[src/rtl/traffic_light_pkg.sv]
// rtl/traffic_light_pkg.sv - shared state encoding, lamp codes and default phase durations
package traffic_light_pkg;

  typedef enum logic [1:0] {
    RED    = 2'b00,
    GREEN  = 2'b01,
    YELLOW = 2'b10
  } light_state_t;

  localparam logic [2:0] LAMP_RED    = 3'b100;
  localparam logic [2:0] LAMP_YELLOW = 3'b010;
  localparam logic [2:0] LAMP_GREEN  = 3'b001;

  localparam int unsigned DEF_RED_CYCLES    = 5_000_000;
  localparam int unsigned DEF_GREEN_CYCLES  = 5_000_000;
  localparam int unsigned DEF_YELLOW_CYCLES = 2_000_000;
  localparam int unsigned DEF_CNT_W         = 32;

endpackage

[src/rtl/traffic_light.sv]
// rtl/traffic_light.sv - single-intersection RED/GREEN/YELLOW Moore controller
// One shared up-counter times every phase; lamps decode from state alone.
module traffic_light
  import traffic_light_pkg::*;
#(
  parameter int unsigned RED_CYCLES    = DEF_RED_CYCLES,
  parameter int unsigned GREEN_CYCLES  = DEF_GREEN_CYCLES,
  parameter int unsigned YELLOW_CYCLES = DEF_YELLOW_CYCLES,
  parameter int unsigned CNT_W         = DEF_CNT_W
) (
  input  logic       clk,
  input  logic       reset,
  output logic [2:0] lights
);

  light_state_t     state;
  light_state_t     w_state_nxt;
  logic [CNT_W-1:0] counter;
  logic [CNT_W-1:0] w_counter_nxt;
  logic [CNT_W-1:0] w_dur_m1;

  always_ff @(posedge clk or negedge reset) begin
    if (!reset) begin
      state   <= RED;
      counter <= '0;
    end else begin
      state   <= w_state_nxt;
      counter <= w_counter_nxt;
    end
  end

  // The illegal encoding jumps straight back to RED with a fresh count.
  always_comb begin
    w_dur_m1      = '0;
    w_state_nxt   = RED;
    w_counter_nxt = '0;
    lights        = LAMP_RED;
    case (state)
      RED: begin
        w_dur_m1    = CNT_W'(RED_CYCLES - 1);
        w_state_nxt = GREEN;
        lights      = LAMP_RED;
      end
      GREEN: begin
        w_dur_m1    = CNT_W'(GREEN_CYCLES - 1);
        w_state_nxt = YELLOW;
        lights      = LAMP_GREEN;
      end
      YELLOW: begin
        w_dur_m1    = CNT_W'(YELLOW_CYCLES - 1);
        w_state_nxt = RED;
        lights      = LAMP_YELLOW;
      end
      default: begin
        w_dur_m1    = '0;
        w_state_nxt = RED;
        lights      = LAMP_RED;
      end
    endcase
    if ((state == RED) || (state == GREEN) || (state == YELLOW)) begin
      if (counter != w_dur_m1) begin
        w_state_nxt   = state;
        w_counter_nxt = counter + CNT_W'(1);
      end
    end
  end

endmodule

[config.mk]
export PLATFORM = sky130hd
export DESIGN_NAME = traffic_light
export DESIGN_NICKNAME = d
export VERILOG_FILES = /design/src/rtl/traffic_light_pkg.sv /design/src/rtl/traffic_light.sv
export SDC_FILE = /design/constraint.sdc
export NUM_CORES = 1
export LEC_CHECK = 0
export BUFFER_PORTS_ARGS = -buffer_cell sky130_fd_sc_hd__buf_2
export CORE_MARGIN = 2
export CORE_UTILIZATION = 45
export CTS_BUF_LIST = sky130_fd_sc_hd__clkbuf_16
export CTS_CLUSTER_DIAMETER = 150
export DETAILED_ROUTE_END_ITERATION = 10
export GPL_ROUTABILITY_DRIVEN = 0
export SYNTH_ARGS = -nofsm -noshare
export SYNTH_HDL_FRONTEND = slang
export SYNTH_SLANG_ARGS = --single-unit
[constraint.sdc]
create_clock -name clk -period 3.3 [get_ports clk]
set_input_delay 0.495 -clock clk [delete_from_list [all_inputs] [get_ports clk]]
set_output_delay 0.495 -clock clk [all_outputs]
set_load 0.1 [all_outputs]
# After elaboration in Yosys (flattened, before gate mapping)
# Index checks and enable logic that the tools add are counted.
word_totals:
  reg_bits: 34
  latch_bits: 0
  ram_bits: 0
  mem_bits_ro: 0
  in_bits: 2
  elab_cells: 18
  n_memories: 0
op_classes:
  n_addsub: 1
  multipliers: 0
  div_mod_pow: 0
  order_cmp: 0
  n_eq_ne: 4
  shift: 0
  mux: 7
  bitwise: 0
  n_reduce_logical: 4
ops:
  columns: ["operator", "n"]
  rows:
  - ["32-bit 2-to-1 mux", 2]
  - ["23-bit case mux with 2 select lines", 1]
  - ["32-bit by 1-bit adder with 32-bit output, second input constant", 1]
  - ["32-bit inequality test", 1]
  - ["3-bit case mux with 2 select lines", 1]
  - ["2-bit 2-to-1 mux", 2]
  - ["2-bit case mux with 2 select lines", 1]
  - ["2-bit by 1-bit == test with 1-bit output, second input constant", 1]
  - ["2-bit == test, second input constant", 1]
  - ["2-bit zero test", 1]
  - ["1-bit logical OR", 2]
  - ["2-bit inequality test, second input constant", 1]
  - ["2-bit OR reduction", 1]

# Logic depth before layout (Yosys ltp)
# Gate-level depths: netlist of run 1.
depth:
  word_depth: 6
  mapped_depth: 7
  ltp_nobuf: 6

# Worst setup path before layout of run 1
# OpenSTA, ideal clock, no wires.
synth_timing:
  path_kind: "reg-to-reg"
  startpoint: "register state[0]"
  endpoint: "register counter[2]"
  setup_time_ns: 0.140
  arrival_time_ns: 2.306
  required_ns: 3.160
  setup_slack_ns: 0.854
  path_stages_with_launch: 8
  synth_period_minus_slack_ns: 2.446
  cell_sequence: "dfrtp_1 > inv_1 > ha_1 > xor2_1 > nor3_1 > o2111a_1 > buf_2 > nor3_1"
synth_between:
  elab_chain_cells: 6
  elab_cells_between_ends: 10
synth_lines:
  columns: ["element", "line_no", "source"]
  rows:
  - ["start, declared", "traffic_light.sv:16", "light_state_t state;"]
  - ["start signal, assigned", "traffic_light.sv:27", "state <= w_state_nxt;"]
  - ["2-bit by 1-bit == test with 1-bit output or 2-bit zero test (tied branches)", "traffic_light.sv:38, traffic_light.sv:60", null]
  - ["2-bit OR reduction (no source line)", null, null]
  - ["23-bit case mux with 2 select lines", "traffic_light.sv:38", "case (state)"]
  - ["32-bit inequality test", "traffic_light.sv:61", "if (counter != w_dur_m1) begin"]
  - ["32-bit 2-to-1 mux", "traffic_light.sv:61", null]
  - ["32-bit 2-to-1 mux (*)", "traffic_light.sv:60", "if ((state == RED) || (state == GREEN) || (state == YELLOW)) begin"]
  - ["via w_counter_nxt[2]", "traffic_light.sv:19", "logic [CNT_W-1:0] w_counter_nxt;"]
  - ["end signal, assigned", "traffic_light.sv:28", "counter <= w_counter_nxt;"]
  - ["end, declared", "traffic_light.sv:18", "logic [CNT_W-1:0] counter;"]
# Mark *: on every way through the listed nets, which the timed path passes. The rest lies on a longest branch.
# A chain may end at the register's enable or synchronous reset.

# Worst setup path in the final report of run 1
layout_timing:
  startpoint: "register state[1]"
  endpoint: "register state[0]"
layout_between:
  elab_chain_cells: 5
  elab_cells_between_ends: 12
layout_lines:
  columns: ["element", "line_no"]
  rows:
  - ["2-bit by 1-bit == test with 1-bit output or 2-bit zero test (tied branches)", "traffic_light.sv:38, traffic_light.sv:60"]
  - ["2-bit OR reduction (no source line)", null]
  - ["23-bit case mux with 2 select lines", "traffic_light.sv:38"]
  - ["32-bit inequality test", "traffic_light.sv:61"]
  - ["2-bit inequality test (no source line)", null]
# Several ways; a longest one is shown, not always the timed one. The select of a mux whose other input is x is not followed.

==> results by group, run 1 <==
Run
  – Number of maximum-capacitance violations: 0

Placement
  – Number of cells after detailed placement: 255
  – Port Buf Inserts: 4
  – Hpwl dp: 3380 um

Critical path
  – Slowest cell on crit path: sky130_fd_sc_hd__or4_1
  – Classification of the worst setup path: reg2reg
  – Peak fanout along the critical path: 20
  – Data arrival time of the critical path: 2.53 ns
  – Capture instance of the worst register-to-register path: state[0]$_DFFE_PN0P_
  – Required @ worst endpoint: 3.42 ns
  – R2r startpoint: state[1]$_DFFE_PN0P_
  – Length in cells of the worst reg-to-reg path: 7
  – Slack of the worst reg-to-reg path: 0.89 ns
  – Delay of the slowest cell on the worst path: 0.48 ns
  – Critical Path Source Type: register
  – CP cell instances: inv_1 > ha_1 > or4_1 > nor4_1 > o2111a_1 > buf_4 > o311ai_0
  – Worst setup EP type: register

Floorplan
  – Starting Density: 0.470
  – Area of the die: 5100 um^2
  – Horizontal die dimension: 71.4 um
  – I/O pin cnt: 5
  – Die span in y: about 71 um
  – Std-Cell Rows: 24
  – Core outline area: 4350 um^2

Synth
  – Mapped Avg Cell Area: 9.70 um^2
  – Synth Net Count: 218
  – Synthesized area: roughly 2000 um^2
  – Synthesis-stage register bit count: 34
  – Count of distinct cell types in the synthesized netlist: 35
  – Synth warnings: 0
  – Area share of the largest cell type after synthesis: 0.416
  – Sequential share of the synthesized area: 0.416
  – Synthesized instance count: 211
  – Top post-synthesis cells by area: sky130_fd_sc_hd__dfrtp_1, sky130_fd_sc_hd__or4_1, sky130_fd_sc_hd__nor3_1, sky130_fd_sc_hd__o31ai_1, sky130_fd_sc_hd__xnor2_1
  – Cell taking the most area after synthesis: sky130_fd_sc_hd__dfrtp_1

GRT
  – Wire length of the first global-routing pass: roughly 8200 um
  – Number of antenna violations at the first check in global routing: 0
  – Grt total ovfl: 0
  – Largest net degree at the start of global routing: 37
  – Vias in the first global route: 1667
  – Global Route Usage Sum: 0.205

Timing
  – # setup viols final: 0
  – Final-layout worst hold slack: between 0.2 and 0.3 ns
  – Worst max-slew margin expressed relative to the limit: 0.482
  – Fmax achieved: 0.414 GHz
  – RSZ-0062 raised after global routing: false
  – Count of final max-slew check failures: 0
  – Time the worst path needs with I/O delays and setup: 2.41 ns
  – Setup TNS: 0 ns
  – Period utilization: 0.731
  – Least-Margin Pin Slew: ~0.78 ns
  – Endpoints failing hold: 0
  – Setup clock skew after layout: 0.00279 ns

Clock network
  – Count of hold buffers inserted by post-cts repair: 0
  – Maximum buffer depth of the clock tree: 2
  – Number of buffers inserted to repair setup after CTS: 0
  – Clock root buffer: sky130_fd_sc_hd__clkbuf_16
  – Clk_lat worst skew: 0.27 ns
  – Number of H-tree levels: 2
  – CTS resizes: 0
  – Clock slew at the register clock pins of the worst setup and hold paths: 0.05 ns
  – CTS tree: yes
  – Clock buffers created by TritonCTS: 5
  – Total number of clock tree sinks: 34

Drt
  – Initial DRC count: between 150 and 200
  – Aggregate routed wire length: 4920 um
  – Detailed-route DRC error count: 0
  – WL per Instance: about 19 um
  – Routed vias: 1763
  – Detail Route Antenna Nets: 0
  – Length of the first detailed-routing pass in iterations: 4
  – Vias per inst: 6.70

Power and ir drop
  – Leakage power total: a little over 0.8 nW
  – IR drop worst, VDD: 0.000158 V
  – Post-layout total power: roughly 0.86 mW
  – Power per standard cell area: 385 nW/um^2

Final layout
  – # nets final: between 200 and 250
  – Sequential cell area: 851 um^2
  – Filler cell count: around 400
  – Non-filler cells in the finished layout: 263
  – Multi-input combinational cell area: 1110 um^2
  – Synthesis-to-layout area growth: 8.75%
  – Diodes inserted: 0
  – Share of cells above drive strength 1: 0.0948

Hold path
  – Tightest Hold Check Type: in2async

Status
  – Result of the run: finished, final reports clean
flip-flops by register name, indices dropped and copies added, names as in the netlist:
name	flops
state	2
counter	32
cells in the mapped netlist:
cell type,n
sky130_fd_sc_hd__dfrtp_1,34
sky130_fd_sc_hd__nor4_1,4
sky130_fd_sc_hd__nor3_1,18
sky130_fd_sc_hd__nand4_1,9
sky130_fd_sc_hd__o2111a_1,1
sky130_fd_sc_hd__o311ai_0,2
sky130_fd_sc_hd__nand3_1,13
sky130_fd_sc_hd__o41ai_1,1
sky130_fd_sc_hd__a211oi_1,10
sky130_fd_sc_hd__o2111ai_1,2
sky130_fd_sc_hd__ha_1,5
sky130_fd_sc_hd__xnor2_1,9
sky130_fd_sc_hd__or3_1,3
sky130_fd_sc_hd__and4_1,7
sky130_fd_sc_hd__clkbuf_1,7
sky130_fd_sc_hd__a211oi_2,6
sky130_fd_sc_hd__or4_1,18
sky130_fd_sc_hd__buf_1,2
sky130_fd_sc_hd__mux2i_1,1
sky130_fd_sc_hd__nand2_1,14
sky130_fd_sc_hd__nand4_2,1
sky130_fd_sc_hd__o31ai_1,11
sky130_fd_sc_hd__and2_1,1
sky130_fd_sc_hd__or4b_1,1
sky130_fd_sc_hd__o21ai_0,4
sky130_fd_sc_hd__nor4b_1,2
sky130_fd_sc_hd__and3_1,1
sky130_fd_sc_hd__buf_4,1
sky130_fd_sc_hd__o211ai_1,1
sky130_fd_sc_hd__nor3b_1,1
sky130_fd_sc_hd__nor2_1,4
sky130_fd_sc_hd__inv_1,5
sky130_fd_sc_hd__or4bb_1,1
sky130_fd_sc_hd__xor2_1,6
sky130_fd_sc_hd__buf_2,5
power breakdown:
part / switching, mW / internal (mW)
sequential: 0 / 0.417
clock: 0.158 / 0.272
combinational: 0.00802 / 0.000427
per-stage QoR:
| stage | cell area (um^2) | setup WS (ns) | util |
|---|---|---|---|
| after floorplan | 2050 | 0.854 | - |
| after global placement | 2090 | 0.964 | 0.479 |
| after CTS | 2220 | 0.894 | 0.511 |
| final | 2220 | 0.886 | 0.511 |
| after detailed placement | 2090 | 0.920 | 0.479 |
| after global routing | 2220 | 0.746 | 0.511 |
critical path: cells and delay by family, from the launching register on:
kind                     cells  cell delay (ns)
buffers and inverters        2             0.36
AND/OR/NAND/NOR              2             0.86
AO/OA/AOI/OAI                2             0.42
flip-flops                   1             0.37
adder cells (fa/ha/maj)      1             0.24
cell usage in the layout (no fill, tap or decap), types with 6 or more instances in the layout:
cell                       instances
sky130_fd_sc_hd__and4_1            7
sky130_fd_sc_hd__a211oi_1         10
sky130_fd_sc_hd__inv_1             6
sky130_fd_sc_hd__o31ai_1          11
sky130_fd_sc_hd__nand3_1          13
sky130_fd_sc_hd__nor3_1           18
sky130_fd_sc_hd__nand2_1          14
sky130_fd_sc_hd__xnor2_1           9
sky130_fd_sc_hd__nand4_1           9
sky130_fd_sc_hd__xor2_1            6
sky130_fd_sc_hd__or4_1            18
sky130_fd_sc_hd__a211oi_2          6
sky130_fd_sc_hd__dfrtp_1          34
final cells by class:
class                           instances  share of cell area
Timing Repair Buffer                    7              0.0191
Sequential cell                        34               0.382
Multi-Input combinational cell        157               0.499
Tap cell                               52              0.0292
Inverter                                5             0.00844
Clock inverter                          3             0.00562
Clock buffer                            5              0.0562
layer usage:
metal,share of wire,track usage,up-vias
met5,0,0,-
met4,0.015,0.0692,0
met3,0.046,0.0408,7
met2,0.49,0.336,46
met1,0.44,0.270,880
li1,-,-,830
worst max-delay path by stage:
stage,start,end,slack [ns],depth (start not counted)
after floorplan,state[0]$_DFFE_PN0P_,counter[2]$_DFF_PN0_,0.85,7
after global placement,counter[4]$_DFF_PN0_,counter[26]$_DFF_PN0_,0.96,4
after detailed placement,counter[4]$_DFF_PN0_,counter[24]$_DFF_PN0_,0.92,4
after CTS,counter[4]$_DFF_PN0_,counter[24]$_DFF_PN0_,0.89,4
after global routing,state[1]$_DFFE_PN0P_,state[0]$_DFFE_PN0P_,0.75,7
final,state[1]$_DFFE_PN0P_,state[0]$_DFFE_PN0P_,0.89,7
kinds of logic (layout without fill, tap and decap cells):
family                     after synthesis  count (layout)  synth area share
xor gates and xnor gates                15              15            0.0642
and+or+nand+nor                         98              98             0.289
adders and majority gates                5               5            0.0306
muxes                                    1               1           0.00489
DFF                                     34              34             0.416
AOI/OAI and AO/OA                       38              38             0.154
buffers and inverters                   20              20            0.0416
(Power assumes the default switching activity.)
==> inputs of run 2 (changes only) <==
--- a/config.mk
+++ b/config.mk
@@ -5,6 +5,7 @@
 export SDC_FILE = /design/constraint.sdc
 export NUM_CORES = 1
 export LEC_CHECK = 0
+export ABC_AREA = 1
 export BUFFER_PORTS_ARGS = -buffer_cell sky130_fd_sc_hd__buf_2
 export CORE_MARGIN = 2
 export CORE_UTILIZATION = 45
==> constraint.sdc (replaced) <==
create_clock -name clk -period 2.1 [get_ports clk]
set_input_delay 0.315 -clock clk [delete_from_list [all_inputs] [get_ports clk]]
set_output_delay 0.315 -clock clk [all_outputs]
set_load 0.1 [all_outputs]
==> run 2 against run 1 <==
Register-to-register slack worse by 0.59 ns. Sequential power grew 57%. Clock power grew 130%. Largest cell class unchanged.
==> results by group, run 2 <==
Synth
  – Cell taking the most area after synthesis: sky130_fd_sc_hd__dfrtp_1
  – Synthesized area: 2250 um^2 (+10%)
  – Sequential share of the synthesized area: 0.378 (-0.0379)
  – Most frequent cell after synthesis: sky130_fd_sc_hd__nand2_1
  – Top post-synthesis cells by area: sky130_fd_sc_hd__dfrtp_1, sky130_fd_sc_hd__nand2_1, sky130_fd_sc_hd__nor2_1, sky130_fd_sc_hd__xor2_1, sky130_fd_sc_hd__inv_1
  – Mapped Avg Cell Area: 7.08 um^2 (-27%)
  – Synth Net Count: 325 (+49%)
  – Count of distinct cell types in the synthesized netlist: 26 (-26%)
  – Area share of the largest cell type after synthesis: 0.378 (-0.0379)
  – Synthesis-stage register bit count: 34 (unchanged)
  – Top FF cell, synth: sky130_fd_sc_hd__dfrtp_1
  – EDFF count, synth: 0 (unchanged)
  – Ys async rst share: 1.00 (unchanged)
  – Cell types with the highest counts after synthesis: sky130_fd_sc_hd__nand2_1, sky130_fd_sc_hd__nor2_1, sky130_fd_sc_hd__dfrtp_1, sky130_fd_sc_hd__inv_1, sky130_fd_sc_hd__nor2_2
  – Synthesized instance count: 318 (+51%)
  – Synth warnings: 0 (unchanged)

Power and ir drop
  – IR drop worst, VDD: 0.000451 V (+190%)
  – Post-layout total power: 1.64 mW (+92%)
  – Leakage power total: 1.16 nW (+39%)
  – Power per standard cell area: 650 nW/um^2 (+69%)

Final layout
  – Flip-flop count of the largest register, all copies and words added: 32 (unchanged)
  – Most common library cell in the layout ignoring fill and taps: sky130_fd_sc_hd__nand2_1
  – Share of cells above drive strength 1: 0.159 (+0.0637)
  – Biggest regs: counter: 32 flops, state: 2 flops
  – Filler cell count: 493 (+24%)
  – Synthesis-to-layout area growth: 12.4%
  – Largest reg by FF count: counter
  – Diodes inserted: 0 (unchanged)
  – # nets final: 334 (+54%)
  – Most used cells in the layout excluding fill and tap cells: sky130_fd_sc_hd__nand2_1, sky130_fd_sc_hd__nor2_1, sky130_fd_sc_hd__inv_1, sky130_fd_sc_hd__dfrtp_1, sky130_fd_sc_hd__nor2_2

Timing
  – Endpoints failing hold: 0 (unchanged)
  – Worst max-slew margin expressed relative to the limit: 0.481 (-0.000850)
  – RSZ-0062 raised after global routing: false
  – Count of final max-slew check failures: 0 (unchanged)
  – Setup clock skew after layout: 0.00554 ns (+0.00275 ns)
  – Time the worst path needs with I/O delays and setup: 1.83 ns
  – Setup TNS: 0 ns (unchanged)
  – Least-Margin Pin Slew: 0.778 ns (+0.00128 ns)
  – # setup viols final: 0 (unchanged)
  – Fmax achieved: 0.545 GHz
  – Period utilization: 0.873
  – Fin worst setup slack: 0.267 ns (-0.620 ns)

Run
  – Number of maximum-capacitance violations: 0 (unchanged)

Floorplan
  – Area of the die: 5580 um^2 (+9.5%)
  – Core outline area: 4790 um^2 (+9.9%)
  – Die span in y: 74.7 um (+4.6%)
  – Horizontal die dimension: 74.7 um (+4.6%)
  – Starting Density: 0.470 (+0.000499)
  – Std-Cell Rows: 25 (+4.2%)
  – I/O pin cnt: 5 (unchanged)

GRT
  – Number of antenna violations at the first check in global routing: 0 (unchanged)
  – Vias in the first global route: 1841 (+10%)
  – Grt total ovfl: 0 (unchanged)
  – Wire length of the first global-routing pass: 9000 um (+9.9%)
  – Global Route Usage Sum: 0.217 (+0.0126)
  – Largest net degree at the start of global routing: 35 (-5.4%)

Clock network
  – Clock root buffer: sky130_fd_sc_hd__clkbuf_16
  – Clk_lat worst skew: 0.28 ns (about the same)
  – Count of hold buffers inserted by post-cts repair: 0 (unchanged)
  – Number of buffers inserted to repair setup after CTS: 0 (unchanged)
  – Clock buffers created by TritonCTS: 5 (unchanged)
  – Total number of clock tree sinks: 34 (unchanged)
  – Clock slew at the register clock pins of the worst setup and hold paths: 0.06 ns (about the same)
  – Number of H-tree levels: 2 (unchanged)
  – Maximum buffer depth of the clock tree: 2 (unchanged)
  – CTS tree: yes
  – CTS resizes: 0 (unchanged)

Critical path
  – CP cell instances: inv_1 > ha_1 > inv_1 > buf_2
  – Worst setup EP type: output pin
  – Data arrival time of the critical path: 1.52 ns (-1.01 ns)
  – Length in cells of the worst reg-to-reg path: 10 (+3)
  – Number of cells on the critical path: 4 (-3)
  – Critical Path Source Type: register
  – R2r startpoint: state[1]$_DFFE_PN0P_
  – Classification of the worst setup path: reg2out
  – Critical path's most frequent cell: sky130_fd_sc_hd__inv_1
  – Slowest cell on crit path: sky130_fd_sc_hd__buf_2
  – Number of buffer and inverter instances along the worst setup path: 3 (+1)
  – Required @ worst endpoint: 1.78 ns (-1.64 ns)
  – Start point of the critical path: state[0]$_DFFE_PN0P_
  – Cell family contributing the most delay on the critical path: buffers and inverters
  – Peak fanout along the critical path: 4 (-80%)
  – Delay of the slowest cell on the worst path: 0.41 ns (-0.07 ns)

Drt
  – WL per Instance: 12.9 um (-31%)
  – Length of the first detailed-routing pass in iterations: 4 (unchanged)
  – Routed vias: 1869 (+6.0%)
  – Detailed-route DRC error count: 0 (unchanged)
  – Initial DRC count: 152 (-11%)
  – Vias per inst: 4.73 (-29%)
  – Detail Route Antenna Nets: 0 (unchanged)
  – Aggregate routed wire length: 5110 um (+3.8%)

Placement
  – Port Buf Inserts: 4 (unchanged)
  – Hpwl dp: 3920 um (+16%)
  – Worst slack, placed: 0.297 ns (-0.622 ns)

Status
  – Result of the run: finished, final reports clean

Hold path
  – Tightest Hold Check Type: in2async
run 2: worst paths after layout:
| path | to | slack, ns |
|---|---|---|
| worst max-delay path | lights[2] | 0.27 |
| worst min-delay path | counter[12]$_DFF_PN0_ | 0.11 |
| worst max register to register | counter[19]$_DFF_PN0_ | 0.30 |
| worst min register to register | counter[0]$_DFF_PN0_ | 0.47 |
| max in group asynchronous | counter[5]$_DFF_PN0_ | 1.49 |
| min in group clk | counter[0]$_DFF_PN0_ | 0.47 |
run 2: where the power goes:
group | switching [mW] | internal, mW | total, mW
clock | 0.293 | 0.682 | 0.975
sequential | 0 | 0.655 | 0.655
combinational | 0.0126 | 0.000670 | 0.0133
run 2: logic make-up after synthesis:
kind of cell | share of synthesized area
and+or+nand+nor | 0.424
buffers and inverters | 0.0828
DFF | 0.378
xor gates and xnor gates | 0.0700
AOI/OAI and AO/OA | 0.0178
adders and majority gates | 0.0278
run 2: area by class of cell:
| cell class | instances | area [um^2] | area share |
|---|---|---|---|
| Clock inverter | 3 | 68.8 | 0.0272 |
| Tap cell | 67 | 83.8 | 0.0331 |
| Multi-Input combinational cell | 240 | 1220 | 0.481 |
| Sequential cell | 34 | 851 | 0.336 |
| Timing Repair Buffer | 6 | 35.0 | 0.0138 |
| Inverter | 40 | 150 | 0.0593 |
| Clock buffer | 5 | 125 | 0.0495 |
run 2: per-layer routing:
metal | vias up | track usage | part of all wire
met3 | 7 | 0.0428 | 0.039
met1 | 860 | 0.310 | 0.49
met5 | - | 0 | 0
li1 | 976 | - | -
met2 | 26 | 0.324 | 0.45
met4 | 0 | 0.0853 | 0.014
run 2: stage by stage:
step                      utilization  cells  instance area, um^2  hold WS [ns]
after floorplan                     -    318                 2250        0.0194
after global placement          0.488    387                 2340         0.440
after detailed placement        0.488    387                 2340         0.444
after CTS                       0.529    395                 2530         0.144
after global routing            0.529    395                 2530         0.190
final                           0.529    395                 2530         0.114
run 2: worst reg2reg max path: cells and delay by family, from the launching register on:
kind	cells	cell delay, ns
DFF	1	0.41
buffers and inverters	1	0.08
adders and majority gates	1	0.21
and+or+nand+nor	8	0.98
